File: config.mk
export PLATFORM = sky130hd
export DESIGN_NAME = axi4_lite_slave_mem
export DESIGN_NICKNAME = d
export VERILOG_FILES = /design/src/rtl/axi4_lite_pkg.sv /design/src/rtl/axi4_lite_slv_regfile.sv /design/src/rtl/axi4_lite_slave_mem.sv
export SDC_FILE = /design/constraint.sdc
export NUM_CORES = 2
export LEC_CHECK = 0
export CELL_PAD_IN_SITES_DETAIL_PLACEMENT = 0
export CELL_PAD_IN_SITES_GLOBAL_PLACEMENT = 2
export CORE_MARGIN = 5
export CORE_UTILIZATION = 39
export CTS_CLUSTER_SIZE = 40
export DETAILED_ROUTE_END_ITERATION = 8
export GPL_ROUTABILITY_DRIVEN = 1
export GPL_TIMING_DRIVEN = 0
export PLACE_DENSITY_LB_ADDON = 0.25
export REMOVE_ABC_BUFFERS = 1
export SLEW_MARGIN = 20
export SYNTH_ARGS = -nofsm -noshare
export SYNTH_HDL_FRONTEND = slang
export SYNTH_SLANG_ARGS = --single-unit
File: constraint.sdc
create_clock -name ACLK -period 1.8 [get_ports ACLK]
set_input_delay 0.36 -clock ACLK [delete_from_list [all_inputs] [get_ports ACLK]]
set_output_delay 0.36 -clock ACLK [all_outputs]
set_load 0.02 [all_outputs]
File: src/rtl/axi4_lite_pkg.sv
// Shared AXI4-Lite definitions: response encodings and default bus widths.
package axi4_lite_pkg;

  localparam int ADDR_W_DEF = 32;
  localparam int DATA_W_DEF = 64;
  localparam int ID_W_DEF   = 4;
  localparam int DEPTH_DEF  = 16;

  typedef enum logic [1:0] {
    RESP_OKAY   = 2'b00,
    RESP_SLVERR = 2'b10
  } resp_e;

endpackage

File: src/rtl/axi4_lite_slv_regfile.sv
// Word-organised storage: byte-strobe synchronous write, combinational read,
// every word cleared by the asynchronous reset.
module axi4_lite_slv_regfile
  import axi4_lite_pkg::*;
#(
  parameter int DATA_W = DATA_W_DEF,
  parameter int DEPTH  = DEPTH_DEF,
  parameter int IDX_W  = $clog2(DEPTH)
) (
  input  logic                clk,
  input  logic                rst_n,
  input  logic                we,
  input  logic [IDX_W-1:0]    widx,
  input  logic [DATA_W-1:0]   wdata,
  input  logic [DATA_W/8-1:0] wstrb,
  input  logic [IDX_W-1:0]    ridx,
  output logic [DATA_W-1:0]   rdata
);

  logic [DATA_W-1:0] mem_q [DEPTH];
  logic [DATA_W-1:0] mem_d [DEPTH];

  always_comb begin
    mem_d = mem_q;
    if (we) begin
      for (int b = 0; b < DATA_W/8; b++) begin
        if (wstrb[b]) mem_d[widx][b*8 +: 8] = wdata[b*8 +: 8];
      end
    end
  end

  always_ff @(posedge clk or negedge rst_n) begin
    if (!rst_n) begin
      for (int i = 0; i < DEPTH; i++) mem_q[i] <= '0;
    end else begin
      mem_q <= mem_d;
    end
  end

  // Read sees the pre-edge contents, so a same-edge read returns old data.
  assign rdata = mem_q[ridx];

endmodule

File: src/rtl/axi4_lite_slave_mem.sv
// AXI4-Lite memory slave with independent AW/W holding registers and a
// 1-cycle read path. Define AXI4_LITE_SLV_DECERR_EN for out-of-range SLVERR.
module axi4_lite_slave_mem
  import axi4_lite_pkg::*;
#(
  parameter int ADDR_W = ADDR_W_DEF,
  parameter int DATA_W = DATA_W_DEF,
  parameter int ID_W   = ID_W_DEF,
  parameter int DEPTH  = DEPTH_DEF
) (
  input  logic                ACLK,
  input  logic                ARESETn,
  input  logic                AWVALID,
  output logic                AWREADY,
  input  logic [ADDR_W-1:0]   AWADDR,
  input  logic [ID_W-1:0]     AWID,
  input  logic [7:0]          AWLEN,
  input  logic [2:0]          AWSIZE,
  input  logic [1:0]          AWBURST,
  input  logic                WVALID,
  output logic                WREADY,
  input  logic [DATA_W-1:0]   WDATA,
  input  logic [DATA_W/8-1:0] WSTRB,
  input  logic                WLAST,
  output logic                BVALID,
  input  logic                BREADY,
  output logic [1:0]          BRESP,
  output logic [ID_W-1:0]     BID,
  input  logic                ARVALID,
  output logic                ARREADY,
  input  logic [ADDR_W-1:0]   ARADDR,
  input  logic [ID_W-1:0]     ARID,
  input  logic [7:0]          ARLEN,
  input  logic [2:0]          ARSIZE,
  input  logic [1:0]          ARBURST,
  output logic                RVALID,
  input  logic                RREADY,
  output logic [DATA_W-1:0]   RDATA,
  output logic [1:0]          RRESP,
  output logic [ID_W-1:0]     RID,
  output logic                RLAST
);

  localparam int IDX_W  = $clog2(DEPTH);
  localparam int STRB_W = DATA_W / 8;

  logic              aw_held_q, aw_held_d;
  logic [ADDR_W-1:0] aw_addr_q, aw_addr_d;
  logic [ID_W-1:0]   aw_id_q,   aw_id_d;
  logic              w_held_q,  w_held_d;
  logic [DATA_W-1:0] w_data_q,  w_data_d;
  logic [STRB_W-1:0] w_strb_q,  w_strb_d;
  logic              bvalid_q,  bvalid_d;
  resp_e             bresp_q,   bresp_d;
  logic [ID_W-1:0]   bid_q,     bid_d;
  logic              rvalid_q,  rvalid_d;
  resp_e             rresp_q,   rresp_d;
  logic [ID_W-1:0]   rid_q,     rid_d;
  logic [DATA_W-1:0] rdata_q,   rdata_d;

  logic              aw_hs, w_hs, ar_hs, commit;
  logic              wr_ok, rd_ok;
  logic [DATA_W-1:0] rd_word;

  assign aw_hs  = AWVALID && !aw_held_q;
  assign w_hs   = WVALID  && !w_held_q;
  assign ar_hs  = ARVALID && !rvalid_q;
  assign commit = aw_held_q && w_held_q && !bvalid_q;

`ifdef AXI4_LITE_SLV_DECERR_EN
  assign wr_ok = (aw_addr_q >> (IDX_W + 3)) == '0;
  assign rd_ok = (ARADDR >> (IDX_W + 3)) == '0;
`else
  assign wr_ok = 1'b1;
  assign rd_ok = 1'b1;
`endif

  axi4_lite_slv_regfile #(
    .DATA_W (DATA_W),
    .DEPTH  (DEPTH),
    .IDX_W  (IDX_W)
  ) u_regfile (
    .clk   (ACLK),
    .rst_n (ARESETn),
    .we    (commit && wr_ok),
    .widx  (aw_addr_q[IDX_W+2:3]),
    .wdata (w_data_q),
    .wstrb (w_strb_q),
    .ridx  (ARADDR[IDX_W+2:3]),
    .rdata (rd_word)
  );

  always_comb begin
    aw_held_d = aw_held_q;
    aw_addr_d = aw_addr_q;
    aw_id_d   = aw_id_q;
    w_held_d  = w_held_q;
    w_data_d  = w_data_q;
    w_strb_d  = w_strb_q;
    bvalid_d  = bvalid_q;
    bresp_d   = bresp_q;
    bid_d     = bid_q;

    if (aw_hs) begin
      aw_held_d = 1'b1;
      aw_addr_d = AWADDR;
      aw_id_d   = AWID;
    end
    if (w_hs) begin
      w_held_d = 1'b1;
      w_data_d = WDATA;
      w_strb_d = WSTRB;
    end
    // Commit is only possible with both holders full, so it never races a capture.
    if (commit) begin
      aw_held_d = 1'b0;
      w_held_d  = 1'b0;
      bvalid_d  = 1'b1;
      bid_d     = aw_id_q;
      bresp_d   = wr_ok ? RESP_OKAY : RESP_SLVERR;
    end else if (bvalid_q && BREADY) begin
      bvalid_d = 1'b0;
    end
  end

  always_comb begin
    rvalid_d = rvalid_q;
    rresp_d  = rresp_q;
    rid_d    = rid_q;
    rdata_d  = rdata_q;
    if (ar_hs) begin
      rvalid_d = 1'b1;
      rid_d    = ARID;
      rresp_d  = rd_ok ? RESP_OKAY : RESP_SLVERR;
      rdata_d  = rd_ok ? rd_word : '0;
    end else if (rvalid_q && RREADY) begin
      rvalid_d = 1'b0;
    end
  end

  always_ff @(posedge ACLK or negedge ARESETn) begin
    if (!ARESETn) begin
      aw_held_q <= 1'b0;
      aw_addr_q <= '0;
      aw_id_q   <= '0;
      w_held_q  <= 1'b0;
      w_data_q  <= '0;
      w_strb_q  <= '0;
      bvalid_q  <= 1'b0;
      bresp_q   <= RESP_OKAY;
      bid_q     <= '0;
      rvalid_q  <= 1'b0;
      rresp_q   <= RESP_OKAY;
      rid_q     <= '0;
      rdata_q   <= '0;
    end else begin
      aw_held_q <= aw_held_d;
      aw_addr_q <= aw_addr_d;
      aw_id_q   <= aw_id_d;
      w_held_q  <= w_held_d;
      w_data_q  <= w_data_d;
      w_strb_q  <= w_strb_d;
      bvalid_q  <= bvalid_d;
      bresp_q   <= bresp_d;
      bid_q     <= bid_d;
      rvalid_q  <= rvalid_d;
      rresp_q   <= rresp_d;
      rid_q     <= rid_d;
      rdata_q   <= rdata_d;
    end
  end

  assign AWREADY = !aw_held_q;
  assign WREADY  = !w_held_q;
  assign ARREADY = !rvalid_q;
  assign BVALID  = bvalid_q;
  assign BRESP   = bresp_q;
  assign BID     = bid_q;
  assign RVALID  = rvalid_q;
  assign RRESP   = rresp_q;
  assign RID     = rid_q;
  assign RDATA   = rdata_q;
  assign RLAST   = 1'b1;

  // Burst attributes and sub-word address bits have no effect on a single-beat slave.
  logic unused_ok;
  assign unused_ok = ^{AWLEN, AWSIZE, AWBURST, ARLEN, ARSIZE, ARBURST, WLAST,
                       AWADDR, ARADDR, aw_addr_q};

endmodule

==> results.md <==
Setup path:
- The most repeated library cell on the critical path is sky130_fd_sc_hd__buf_12.
- Tracing the worst setup path back leads to its startpoint at BVALID.
- The worst reg2reg path depth is 6.
- The critical path is of the flop to flop type.
- At the worst endpoint, the arrival time is roughly 2600 ps.
- The largest fanout on the critical path is 18.
- The worst register-to-register path ends at u_regfile.mem_q[709].
- The start of the worst register-to-register path is BVALID.
- The highest cell delay on the worst timing path is 380 ps.
- The signal on the critical path passes through and3b_2 -> buf_12 -> and2_4 -> buf_12 -> nand2_4 -> mux2_2.
- STA classifies the critical path startpoint as a flop.
- Setup slack on the worst reg-to-reg path comes out at -200 ps.
- The slowest stage of the critical path belongs to the cell sky130_fd_sc_hd__dfrtp_1.
- The critical path required time is 2430 ps.
- The endpoint kind of the worst setup timing path is a flop.

Synthesis:
- Yosys printed 0 warnings.
- After synthesis, the most frequently instantiated cells are sky130_fd_sc_hd__dfrtp_1, sky130_fd_sc_hd__mux2_2, sky130_fd_sc_hd__mux2i_1.
- In the synthesized netlist the dominant register cell turns out to be sky130_fd_sc_hd__dfrtp_1.
- The most frequently used cell type in the post-synthesis netlist is sky130_fd_sc_hd__dfrtp_1.
- The most area-hungry cell type in the Yosys netlist is sky130_fd_sc_hd__dfrtp_1.
- Sorting the synthesized cells by area gives the leading types as sky130_fd_sc_hd__dfrtp_1, sky130_fd_sc_hd__mux2_2, sky130_fd_sc_hd__mux2i_1.
- Sequential elements use approximately 56% of the synthesized area.
- The synthesized design contains 0 enable-type register cells.
- The synthesized design contains 1180 register bits.
- The average instance area after synthesis is 14.0 sq um.
- The count of different cell masters after synthesis is 35.
- The async set or reset register ratio after synthesis is 100%.
- The mapped netlist covers 0.0532 sq mm.
- Summed over its instances, the top area cell type makes up 55.5% of the synthesized netlist area.
- Counting every instance in the synthesized netlist gives about 3800.

Place:
- Once detailed placement completed, the half-perimeter wirelength came to 89400 microns.
- The worst setup timing slack at the placement stage is -1240 ps.
- The final weighted congestion in routability-driven placement is 0.690.
- The count of port buffers added during placement is 171.

Routing:
- Dividing the detail-routed via count by the number of cells gives 5.37.
- The count of nets left with antenna violations once routing finished came out at 0.
- The total via count in the routed design is 31900.
- The initial DRC count is approximately 1800.
- After detailed routing, the average wire length per cell comes to 24.5 microns.
- The wire length reported by the detailed router is ~150000 microns.
- The number of search-and-repair iterations in the first detailed-routing pass is 7.
- For this run, design rule violations remaining after detail routing come to 0.

Clocking:
- Clock tree synthesis selected as its root buffer the cell sky130_fd_sc_hd__clkbuf_16.
- The number of clock sinks seen by CTS is 1180.
- TritonCTS built the clock tree.
- The clock input transition at the sequential cells of the worst setup and hold paths is 60 ps.
- Clock tree synthesis inserted a total of 135 buffers.
- The hold-fix buffer count after cts is 8.
- The source-to-sink clock delay at the later pin of the worst-skew pair is 770 ps.
- No sink is reached through more buffers than the 3 on the longest clock path.
- The number of H-tree branching levels is 4.

Power and ir drop:
- The leakage power total is 0.0318 uW.
- The combinational share of power is 25.8%.
- The post-layout total power is 96900 uW.
- Net switching is between 30% and 40% of the power.
- In this run the power density over the cells is 1500 mW/mm^2.
- In this run, the clock network consumes 28.2% of the power.
- The internal power is 66700 uW.
- Sequential cells burn between 40% and 50% of the power.
- In this run the power spent charging and discharging nets is around 30000 uW.
- The worst supply voltage drop on vdd is 0.000926 V.

Global routing:
- The first global-routing pass estimated ~220000 microns of wire.
- The global routing usage summed across all routing layers is between 20% and 30%.
- The number of global-route vias before repair is 33200.
- Global routing finished with a remaining overflow of 0.
- The maximum number of pins on one net before global-route repair is 141.
- The number of antenna violations at the first check in global routing is 1.

Hold path:
- The path class of the lowest-slack min-delay path is input port to async pin.

Floorplanning:
- The number of rows in the core area is 135.
- The number of ports placed on the die boundary is between 200 and 300.
- In this run the vertical extent of the chip is approximately 380 microns.
- The die covers 0.144 sq mm.
- The initial core utilization is 39.2%.
- After floorplanning, the core was sized to cover 0.135 sq mm.
- The die width is 379 microns.

STA:
- The number of max-slew violations in the final report is 0.
- The worst pin sits at a relative slew slack of about 40%.
- The measured slew at the worst slew-check pin is 894 ps.
- For the finished layout, the period the worst path requires is about 2000 ps.
- For this run, the top clock speed supported by timing is 499 MHz.
- The final count of negative-setup-slack endpoints is approximately 1000.
- The worst hold slack across all endpoints is -136 ps.
- The final-report hold violation count is 200.
- The largest clock skew in the final design is 23.9 ps.
- The worst-case setup margin in the final layout is -203 ps.
- Setup repair after global routing could not meet its margin everywhere.
- The total negative slack for setup checks is -89200 ps.
- The portion of the clock cycle consumed by the worst path in the final layout is 111%.

Layout:
- Of the cells placed in the final design, the portion with a size suffix greater than 1 is 39.9%.
- The final-stage net count is ~4200.
- The end-of-flow core utilization is 47.6%.
- The repair_antennas step left the layout with diodes totalling 0.
- From synthesis to final layout, the design area changed by 21.3%.

Run:
- Across the run, the number of max-cap violations was 0.

Outcome:
- The checks that failed: negative hold slack, negative setup slack.
- The run finished, with violations left.
==> power by group through the flow <==
| stage | Sequential [uW] | Clock, uW | Combinational (uW) |
|---|---|---|---|
| after CTS | 44500 | 28200 | 24000 |
| after detailed placement | 45000 | 0 | 22400 |
| final | 44600 | 27300 | 25000 |
| after global placement | 43700 | 0 | 21300 |
| after global routing | 46100 | 29200 | 27200 |
| after floorplan | 42500 | 0 | 15300 |
==> state kept, by name, summed over array words and instances, names as in the netlist, 4 cells and up <==
register and count:
u_regfile.mem_q 1024, RDATA 64, w_data_q 64, w_strb_q 8
BID 4, RID 4, aw_addr_q 4, aw_id_q 4
==> logic make-up (layout without fill, tap and decap cells) <==
kind of cell | after synthesis | count (layout) | share of synthesized area [%]
muxes | 1624 | 1624 | 33.2
DFF | 1180 | 1180 | 55.5
other | 2 | 5 | 0.0141
buffers and inverters | 234 | 582 | 2.01
and+or+nand+nor | 545 | 549 | 6.31
AOI/OAI and AO/OA | 214 | 214 | 2.92
==> cell type report <==
class | count | area [sq um]
multi-input combinational | 2392 | 23500
tap | 1781 | 2230
clock inverter | 20 | 315
inverter | 4 | 15.0
clock buffer | 208 | 4070
fill | 12100 | 71000
sequential | 1180 | 29500
timing repair buffer | 350 | 4800
==> routing by layer <==
layer  part of all wire (%)  GRT usage, %  up-vias
met4                    2.3          5.70        0
met2                     46          31.7      430
met1                     48          29.2    16900
met5                      0             0        -
met3                    3.1          3.16      182
li1                       -             -    14400
==> placed cells by master (no fill, tap or decap), drive strengths merged, types with 5 or more instances in the layout <==
cell,netlist,final
nand3,148,148
inv,4,7
nand4,45,45
dlygate4sd2,0,57
clkbuf,142,211
mux2i,512,512
and2,9,13
buf,88,187
nand2,270,270
bufinv,0,8
a21oi,20,20
nor3,6,6
nor2,50,50
nand2b,5,5
clkinv,0,9
clkdlybuf4s15,0,5
a22oi,192,192
conb,2,5
mux2,1112,1112
dfrtp,1180,1180
clkdlybuf4s50,0,92
==> through the flow <==
step	instances	instance area, sq um
finish	5935	64500
global route	5935	64500
detailed placement	5595	57800
CTS	5905	63600
global placement	5524	56100
floorplan	3572	52100
==> worst max-delay path by stage <==
stage               cells past startpoint              endpoint  slack [ps]
global placement                        1  u_regfile.mem_q[869]      -55380
CTS                                     6  u_regfile.mem_q[795]        -190
floorplan                               4             RDATA[62]       -3560
global route                            6  u_regfile.mem_q[704]        -250
finish                                  6  u_regfile.mem_q[709]        -200
detailed placement                      5  u_regfile.mem_q[931]       -1240
==> worst max-delay path, delay by kind of cell, from the launching register on <==
kind / cells / cell delay, ps
muxes: 1 / 300
buffers and inverters: 2 / 370
DFF: 1 / 380
and+or+nand+nor: 3 / 760
==> timing repair <==
action,4_1_cts,5_1_grt
setup buffers,69,26
cloned,5,4
gates resized for setup,260,88
pin swaps,39,13
setup endpoints to repair,1280,1324
endpoints found under the hold margin,273,182
Power figures use the tool's default switching activity.
